[config.mk]
export PLATFORM = sky130hd
export DESIGN_NAME = keypad_scan_debounce
export DESIGN_NICKNAME = d
export VERILOG_FILES = /design/src/rtl/keypad_scan_debounce.sv
export SDC_FILE = /design/constraint.sdc
export NUM_CORES = 1
export LEC_CHECK = 0
export BUFFER_PORTS_ARGS = -buffer_cell sky130_fd_sc_hd__buf_2
export CAP_MARGIN = 10
export CORE_MARGIN = 2
export CORE_UTILIZATION = 50
export DETAILED_ROUTE_END_ITERATION = 6
export PLACE_DENSITY = 0.78
export SETUP_SLACK_MARGIN = 0.05
export SYNTH_ARGS = -nofsm -noshare
export SYNTH_HDL_FRONTEND = slang
export SYNTH_SLANG_ARGS = --single-unit
[constraint.sdc]
create_clock -name hwclk -period 2.5 [get_ports hwclk]
set_input_delay 0.125 -clock hwclk [delete_from_list [all_inputs] [get_ports hwclk]]
set_output_delay 0.125 -clock hwclk [all_outputs]
set_load 0.005 [all_outputs]
[src/rtl/keypad_scan_debounce.sv]
// keypad_scan_debounce
//
// Scans a 4x4 matrix keypad by pulling one row low at a time. It samples the
// pulled-up column inputs and debounces the result into a clean key code,
// a one-cycle press strobe and a held level.
//
// Ports
//   hwclk         in   system clock; the only clock in the block
//   rst           in   asynchronous, active-high reset
//   keypad_r      out  [3:0] row drive, active-low, one-cold
//   keypad_c_din  in   [3:0] raw column levels; 0 = pressed on the driven row
//   key_code      out  [3:0] debounced key index, row*4 + col; kept after release
//   key_valid     out  one-cycle strobe when a press is accepted
//   key_held      out  high from press acceptance until release acceptance
//   key_release   out  one-cycle strobe when a release is accepted
//                      (this port exists only when KEYPAD_RELEASE_EN is defined)
//
// Parameters
//   SCAN_DIV        hwclk cycles each row is driven (>= 4)
//   DEBOUNCE_SCANS  consecutive identical full scans to accept a change (>= 1)
//
// Optional feature macro: KEYPAD_RELEASE_EN adds the key_release strobe.
//
// Debounce FSM
//   state        | meaning
//   IDLE         | no key accepted, no candidate
//   PRESS_PEND   | candidate key seen on cnt consecutive scans
//   HELD         | key_code accepted and still present
//   RELEASE_PEND | held key missing on cnt consecutive scans

module keypad_scan_debounce #(
   parameter int SCAN_DIV       = 12000,
   parameter int DEBOUNCE_SCANS = 10
) (
   input  logic       hwclk,
   input  logic       rst,
   output logic [3:0] keypad_r,
   input  logic [3:0] keypad_c_din,
   output logic [3:0] key_code,
   output logic       key_valid,
   output logic       key_held
`ifdef KEYPAD_RELEASE_EN
   ,
   output logic       key_release
`endif
);

   localparam int DWELL_W = (SCAN_DIV > 1) ? $clog2(SCAN_DIV) : 1;
   localparam int CNT_W   = $clog2(DEBOUNCE_SCANS + 1);

   localparam logic [DWELL_W-1:0] DWELL_LAST = DWELL_W'(SCAN_DIV - 1);
   localparam logic [CNT_W-1:0]   CNT_MAX    = CNT_W'(DEBOUNCE_SCANS);
   localparam logic [CNT_W-1:0]   CNT_ONE    = CNT_W'(1);

   typedef enum logic [1:0] {
      IDLE         = 2'd0,
      PRESS_PEND   = 2'd1,
      HELD         = 2'd2,
      RELEASE_PEND = 2'd3
   } state_t;

   // ------------------------------------------------------------------
   // Column synchronizer. Resets to "nothing pressed".
   // ------------------------------------------------------------------
   logic [3:0] sync_a;
   logic [3:0] sync_b;

   always_ff @(posedge hwclk or posedge rst) begin
      if (rst) begin
         sync_a <= 4'hF;
         sync_b <= 4'hF;
      end else begin
         sync_a <= keypad_c_din;
         sync_b <= sync_a;
      end
   end

   // ------------------------------------------------------------------
   // Row drive and dwell timer
   // ------------------------------------------------------------------
   logic [1:0]         row_q;
   logic [DWELL_W-1:0] dwell_q;
   logic               sample_now;

   assign sample_now = (dwell_q == DWELL_LAST);
   assign keypad_r   = ~(4'b0001 << row_q);

   always_ff @(posedge hwclk or posedge rst) begin
      if (rst) begin
         row_q   <= 2'd0;
         dwell_q <= '0;
      end else if (sample_now) begin
         row_q   <= row_q + 2'd1;   // 3 -> 0 wrap is the intended row order
         dwell_q <= '0;
      end else begin
         dwell_q <= dwell_q + DWELL_W'(1);
      end
   end

   // ------------------------------------------------------------------
   // Per-row column decode: lowest pressed column wins
   // ------------------------------------------------------------------
   logic       col_hit;
   logic [1:0] col_idx;

   always_comb begin
      col_hit = (sync_b != 4'hF);
      col_idx = 2'd0;
      if (!sync_b[0])      col_idx = 2'd0;
      else if (!sync_b[1]) col_idx = 2'd1;
      else if (!sync_b[2]) col_idx = 2'd2;
      else if (!sync_b[3]) col_idx = 2'd3;
   end

   // ------------------------------------------------------------------
   // Raw scan result. The first key found in row-major order is held until
   // row 3 is sampled, then published for one cycle with scan_done_q.
   // ------------------------------------------------------------------
   logic       found_q;
   logic [3:0] found_key_q;
   logic       scan_done_q;
   logic       raw_hit_q;
   logic [3:0] raw_key_q;

   always_ff @(posedge hwclk or posedge rst) begin
      if (rst) begin
         found_q     <= 1'b0;
         found_key_q <= 4'd0;
         scan_done_q <= 1'b0;
         raw_hit_q   <= 1'b0;
         raw_key_q   <= 4'd0;
      end else begin
         scan_done_q <= 1'b0;
         if (sample_now) begin
            if (row_q == 2'd3) begin
               scan_done_q <= 1'b1;
               raw_hit_q   <= found_q | col_hit;
               raw_key_q   <= found_q ? found_key_q : {row_q, col_idx};
               found_q     <= 1'b0;
            end else if (!found_q && col_hit) begin
               found_q     <= 1'b1;
               found_key_q <= {row_q, col_idx};
            end
         end
      end
   end

   // ------------------------------------------------------------------
   // Debounce FSM: state register
   // ------------------------------------------------------------------
   state_t           state_q, state_d;
   logic [3:0]       cand_q, cand_d;
   logic [CNT_W-1:0] cnt_q, cnt_d;
   logic [CNT_W-1:0] cnt_inc;
   logic [3:0]       code_q, code_d;
   logic             valid_q, valid_d;
   logic             held_q, held_d;
   logic             raw_is_held;

   assign cnt_inc     = cnt_q + CNT_ONE;
   assign raw_is_held = raw_hit_q && (raw_key_q == code_q);

`ifdef KEYPAD_RELEASE_EN
   logic release_q, release_d;
`endif

   always_ff @(posedge hwclk or posedge rst) begin
      if (rst) begin
         state_q <= IDLE;
         cand_q  <= 4'd0;
         cnt_q   <= '0;
         code_q  <= 4'd0;
         valid_q <= 1'b0;
         held_q  <= 1'b0;
      end else begin
         state_q <= state_d;
         cand_q  <= cand_d;
         cnt_q   <= cnt_d;
         code_q  <= code_d;
         valid_q <= valid_d;
         held_q  <= held_d;
      end
   end

`ifdef KEYPAD_RELEASE_EN
   always_ff @(posedge hwclk or posedge rst) begin
      if (rst) begin
         release_q <= 1'b0;
      end else begin
         release_q <= release_d;
      end
   end
`endif

   // ------------------------------------------------------------------
   // Debounce FSM: next state, evaluated only on scan completion
   // ------------------------------------------------------------------
   always_comb begin
      state_d = state_q;
      cand_d  = cand_q;
      cnt_d   = cnt_q;
      code_d  = code_q;
      valid_d = 1'b0;
      held_d  = held_q;
`ifdef KEYPAD_RELEASE_EN
      release_d = 1'b0;
`endif

      if (scan_done_q) begin
         case (state_q)
            IDLE: begin
               if (raw_hit_q) begin
                  cand_d = raw_key_q;
                  if (DEBOUNCE_SCANS == 1) begin
                     state_d = HELD;
                     cnt_d   = '0;
                     code_d  = raw_key_q;
                     valid_d = 1'b1;
                     held_d  = 1'b1;
                  end else begin
                     state_d = PRESS_PEND;
                     cnt_d   = CNT_ONE;
                  end
               end
            end

            PRESS_PEND: begin
               if (!raw_hit_q) begin
                  state_d = IDLE;
                  cnt_d   = '0;
               end else if (raw_key_q == cand_q) begin
                  if (cnt_inc == CNT_MAX) begin
                     state_d = HELD;
                     cnt_d   = '0;
                     code_d  = cand_q;
                     valid_d = 1'b1;
                     held_d  = 1'b1;
                  end else begin
                     cnt_d = cnt_inc;
                  end
               end else begin
                  // A different key restarts the count rather than resetting to IDLE.
                  cand_d = raw_key_q;
                  cnt_d  = CNT_ONE;
               end
            end

            HELD: begin
               // Any other scan result, including a different key, starts a release.
               if (!raw_is_held) begin
                  if (DEBOUNCE_SCANS == 1) begin
                     state_d = IDLE;
                     cnt_d   = '0;
                     held_d  = 1'b0;
`ifdef KEYPAD_RELEASE_EN
                     release_d = 1'b1;
`endif
                  end else begin
                     state_d = RELEASE_PEND;
                     cnt_d   = CNT_ONE;
                  end
               end
            end

            RELEASE_PEND: begin
               if (raw_is_held) begin
                  state_d = HELD;
                  cnt_d   = '0;
               end else if (cnt_inc == CNT_MAX) begin
                  state_d = IDLE;
                  cnt_d   = '0;
                  held_d  = 1'b0;
`ifdef KEYPAD_RELEASE_EN
                  release_d = 1'b1;
`endif
               end else begin
                  cnt_d = cnt_inc;
               end
            end

            default: begin
               state_d = IDLE;
               cnt_d   = '0;
               held_d  = 1'b0;
            end
         endcase
      end
   end

   assign key_code  = code_q;
   assign key_valid = valid_q;
   assign key_held  = held_q;
`ifdef KEYPAD_RELEASE_EN
   assign key_release = release_q;
`endif

endmodule

==> results.py <==
metrics = {
    "drt": {
        "drt_wl_total_um": 3914,
        "dr.pass1.iters": 4,
        "vias": 1605,
        "final_antenna_net_count": 0,
        "drt_iter0_drc": 59,
        "route.detailed.drc": 0,
        "wl_per_cell_um": 12.83,
        "via_per_inst": 5.262,
    },
    "layout": {
        "drive_gt1_share_pct": 21.12,
        "diodes": 0,
        "areaGrowthSynthToFinish_pct": 11.77,
        "nets": 263,
        "instances_no_fill": 305,
    },
    "sta": {
        "slew_headroom_pct": 60.89,
        "finalSetupViolCount": 0,
        "worst_pin_slew_ns": 0.5812,
        "fin_crit_sh_pct": 80.27,
        "skew_ns": 0.009319,
        "holdWs_ns": 0.3576,
        "finalCriticalPeriod_ns": 2.007,
        "rsz0062_at_grt": "no",
        "setup-tns-final_ns": 0,
        "timing_hold_violations_final": 0,
        "fmax_mhz": 498.3,
        "setup_ws_ns": 0.4933,
        "drv_slew": 0,
    },
    "clocking": {
        "worstSkewPairLatency_ns": 0.30,
        "root_buffer": "clkbuf_8",
        "cts_tree": "yes",
        "numCtsBuffers": 5,
        "cts_sinks": 51,
        "cts.repair.resized": 0,
        "h-tree-depth": 2,
        "path_clk_slew_ns": 0.09,
        "cts_buffer_depth": 2,
    },
    "logic_synthesis": {
        "synth_area_leaders": "dfrtp_1 45%, dfstp_2 8.7%, xor2_1 5.4%",
        "netlist_area_um2": 2412,
        "ys_ff_latch": 51,
        "yosysSeqAreaShare_pct": 53.32,
        "synth_edf_count": 0,
        "synth_top_area_share_pct": 44.61,
        "synthFlopType": "dfrtp_1",
        "synthMuxAreaShare_pct": 4.979,
        "synth_xor_area_share_pct": 7.624,
        "synth_commonest_cells": "43 x dfrtp_1, 20 x nand2_1, 17 x nor2_1, 15 x inv_1, 15 x xor2_1",
        "synth.avg_cell_area_um2": 10.82,
        "synth_compound_area_share_pct": 9.803,
        "yosys.cell_count.top_type": "dfrtp_1",
        "syn-instance-count": 223,
        "synth_top_family_by_area": "simple AND/OR/NAND/NOR gates",
        "synthAdderAreaFrac_pct": 3.631,
        "yosys.area.top_type": "dfrtp_1",
        "ys_warn_count": 0,
        "async_flop_share_pct": 100.0,
        "synthDistinctLibCells": 46,
        "synthSimpleGateAreaFrac_pct": 17.32,
        "syn-num-nets": 236,
    },
    "placement": {
        "io_buffers": 15,
        "placed_cells": 292,
        "gp_congestion": 0.8235,
        "place_hpwl_um": 2919,
        "dp_slack_ns": 0.5311,
    },
    "critical_path": {
        "crit_arrival_ns": 2.18,
        "worstPathMaxFanout": 7,
        "cp.required_ns": 2.67,
        "startpoint_type": "flip-flop",
        "r2r_start": "raw_key_q[1]",
        "crit_type": "flip-flop to flip-flop",
        "crit_start": "raw_key_q[1]",
        "endpoint_kind": "flip-flop",
    },
    "global_routing": {
        "grt_max_degree": 27,
        "grt_pass1_wl_um": 7038,
        "antenna_found_initial": 0,
        "grt-ovfl-total": 0,
        "grtUsageTotal_pct": 16.89,
        "grt_pass1_vias": 1575,
    },
    "floorplanning": {
        "die_height_um": 73.46,
        "fp-row-count": 25,
        "start_util_pct": 51.41,
        "coreArea_um2": 4692,
        "fp.dieArea_um2": 5396,
        "pin_count": 16,
        "die_w_um": 73.46,
    },
    "flow_run": {
        "maxCapViolCount": 0,
    },
    "status": {
        "status": "finished clean",
    },
    "pwr": {
        "p_leak_nw": 1.311,
        "power.total_mw": 1.319,
        "powerDensity_nw_per_um2": 489.3,
        "vdd_ir_drop_max_mv": 0.4241,
    },
    "hold_path": {
        "min-delay-start": "sync_a[2]",
        "hold_class": "flip-flop to flip-flop",
    },
}
==> path summary, 6_finish.rpt <==
check / endpoint / slack (ns) / depth (start not counted)
worst max-delay path: cnt_q[0] / 0.49 / 5
worst min-delay path: sync_b[2] / 0.36 / 0
worst max register to register: cnt_q[0] / 0.49 / 5
worst min register to register: sync_b[2] / 0.36 / 0
max in group asynchronous: sync_b[3] / 1.42 / 4
min in group asynchronous: key_valid / 0.41 / 3
==> what timing repair did <==
action                                  CTS  global route
hold endpoints to repair                 28             0
endpoints found under the setup margin    0             0
buffers inserted                          0             0
hold buffers                              5             0
==> power breakdown <==
part | leakage, nW | switching, mW | internal (mW)
clock network | 0.0412 | 0.252 | 0.196
registers | 0.671 | 0.00327 | 0.836
logic | 0.600 | 0.0203 | 0.0120
total | 1.31 | 0.275 | 1.04
==> cells in the final DEF (no fill, tap or decap), types with 2 or more instances in the layout <==
cell and instances:
nor2b_1 3, o21ai_1 3, xnor2_1 6, nand2_1 20, nand3b_1 2, nor3_1 4
o31ai_1 4, inv_1 14, o21ai_0 14, mux2i_1 3, dlygate4sd3_1 5, buf_4 4
nand4_1 2, xor2_1 15, dfrtp_1 43, nor2_1 17, ha_1 7, and2_1 2
clkbuf_8 5, nand3_1 10, dfstp_2 8, a21oi_1 9, mux2_2 8, buf_2 15
and3_1 2
==> metal layers <==
layer	up-vias	GRT usage [%]	part of all wire [%]
met5	-	0	0
met4	0	6.061	1.6
met3	6	4.115	3.1
met2	25	27.58	46
met1	757	21.93	49
li1	817	-	-
==> through the flow <==
stage               utilization [%]  cell area [um2]
global placement              54.59             2561
finish                        57.47             2696
CTS                           57.47             2696
detailed placement            54.59             2561
global route                  57.47             2696
floorplan                         -             2412
==> worst max-delay path: stages, from the launching register on <==
cell	delay [ns]
dfrtp_1	0.43
xor2_1	0.17
nor4_1	0.55
a41o_1	0.42
mux2i_1	0.22
o31ai_1	0.09
==> layout make-up <==
type	instances	area, um2
fillers	413	1996
flip-flops and latches	51	1286
multi-input cells	153	1046
repair buffers	24	155.1
clock buffers	6	72.57
well taps	54	67.56
inverters	15	56.30
clock inverters	2	12.51
==> state kept, by name, indices dropped and copies added (netlist names) <==
register     count
sync_a           4
key_valid        1
sync_b           4
dwell_q         14
key_code         4
found_key_q      4
state_q          2
found_q          1
raw_key_q        4
scan_done_q      1
row_q            2
raw_hit_q        1
cnt_q            4
key_held         1
cand_q           4
==> cell families (layout without fill, tap and decap cells) <==
kind of cell | Yosys count | in the layout
adder cells (fa/ha/maj) | 7 | 7
AO/OA/AOI/OAI | 39 | 39
multiplexers | 11 | 11
XOR/XNOR | 21 | 21
flip-flops | 51 | 51
AND/OR/NAND/NOR | 75 | 75
buffers and inverters | 19 | 47
Power figures use the tool's default switching activity.
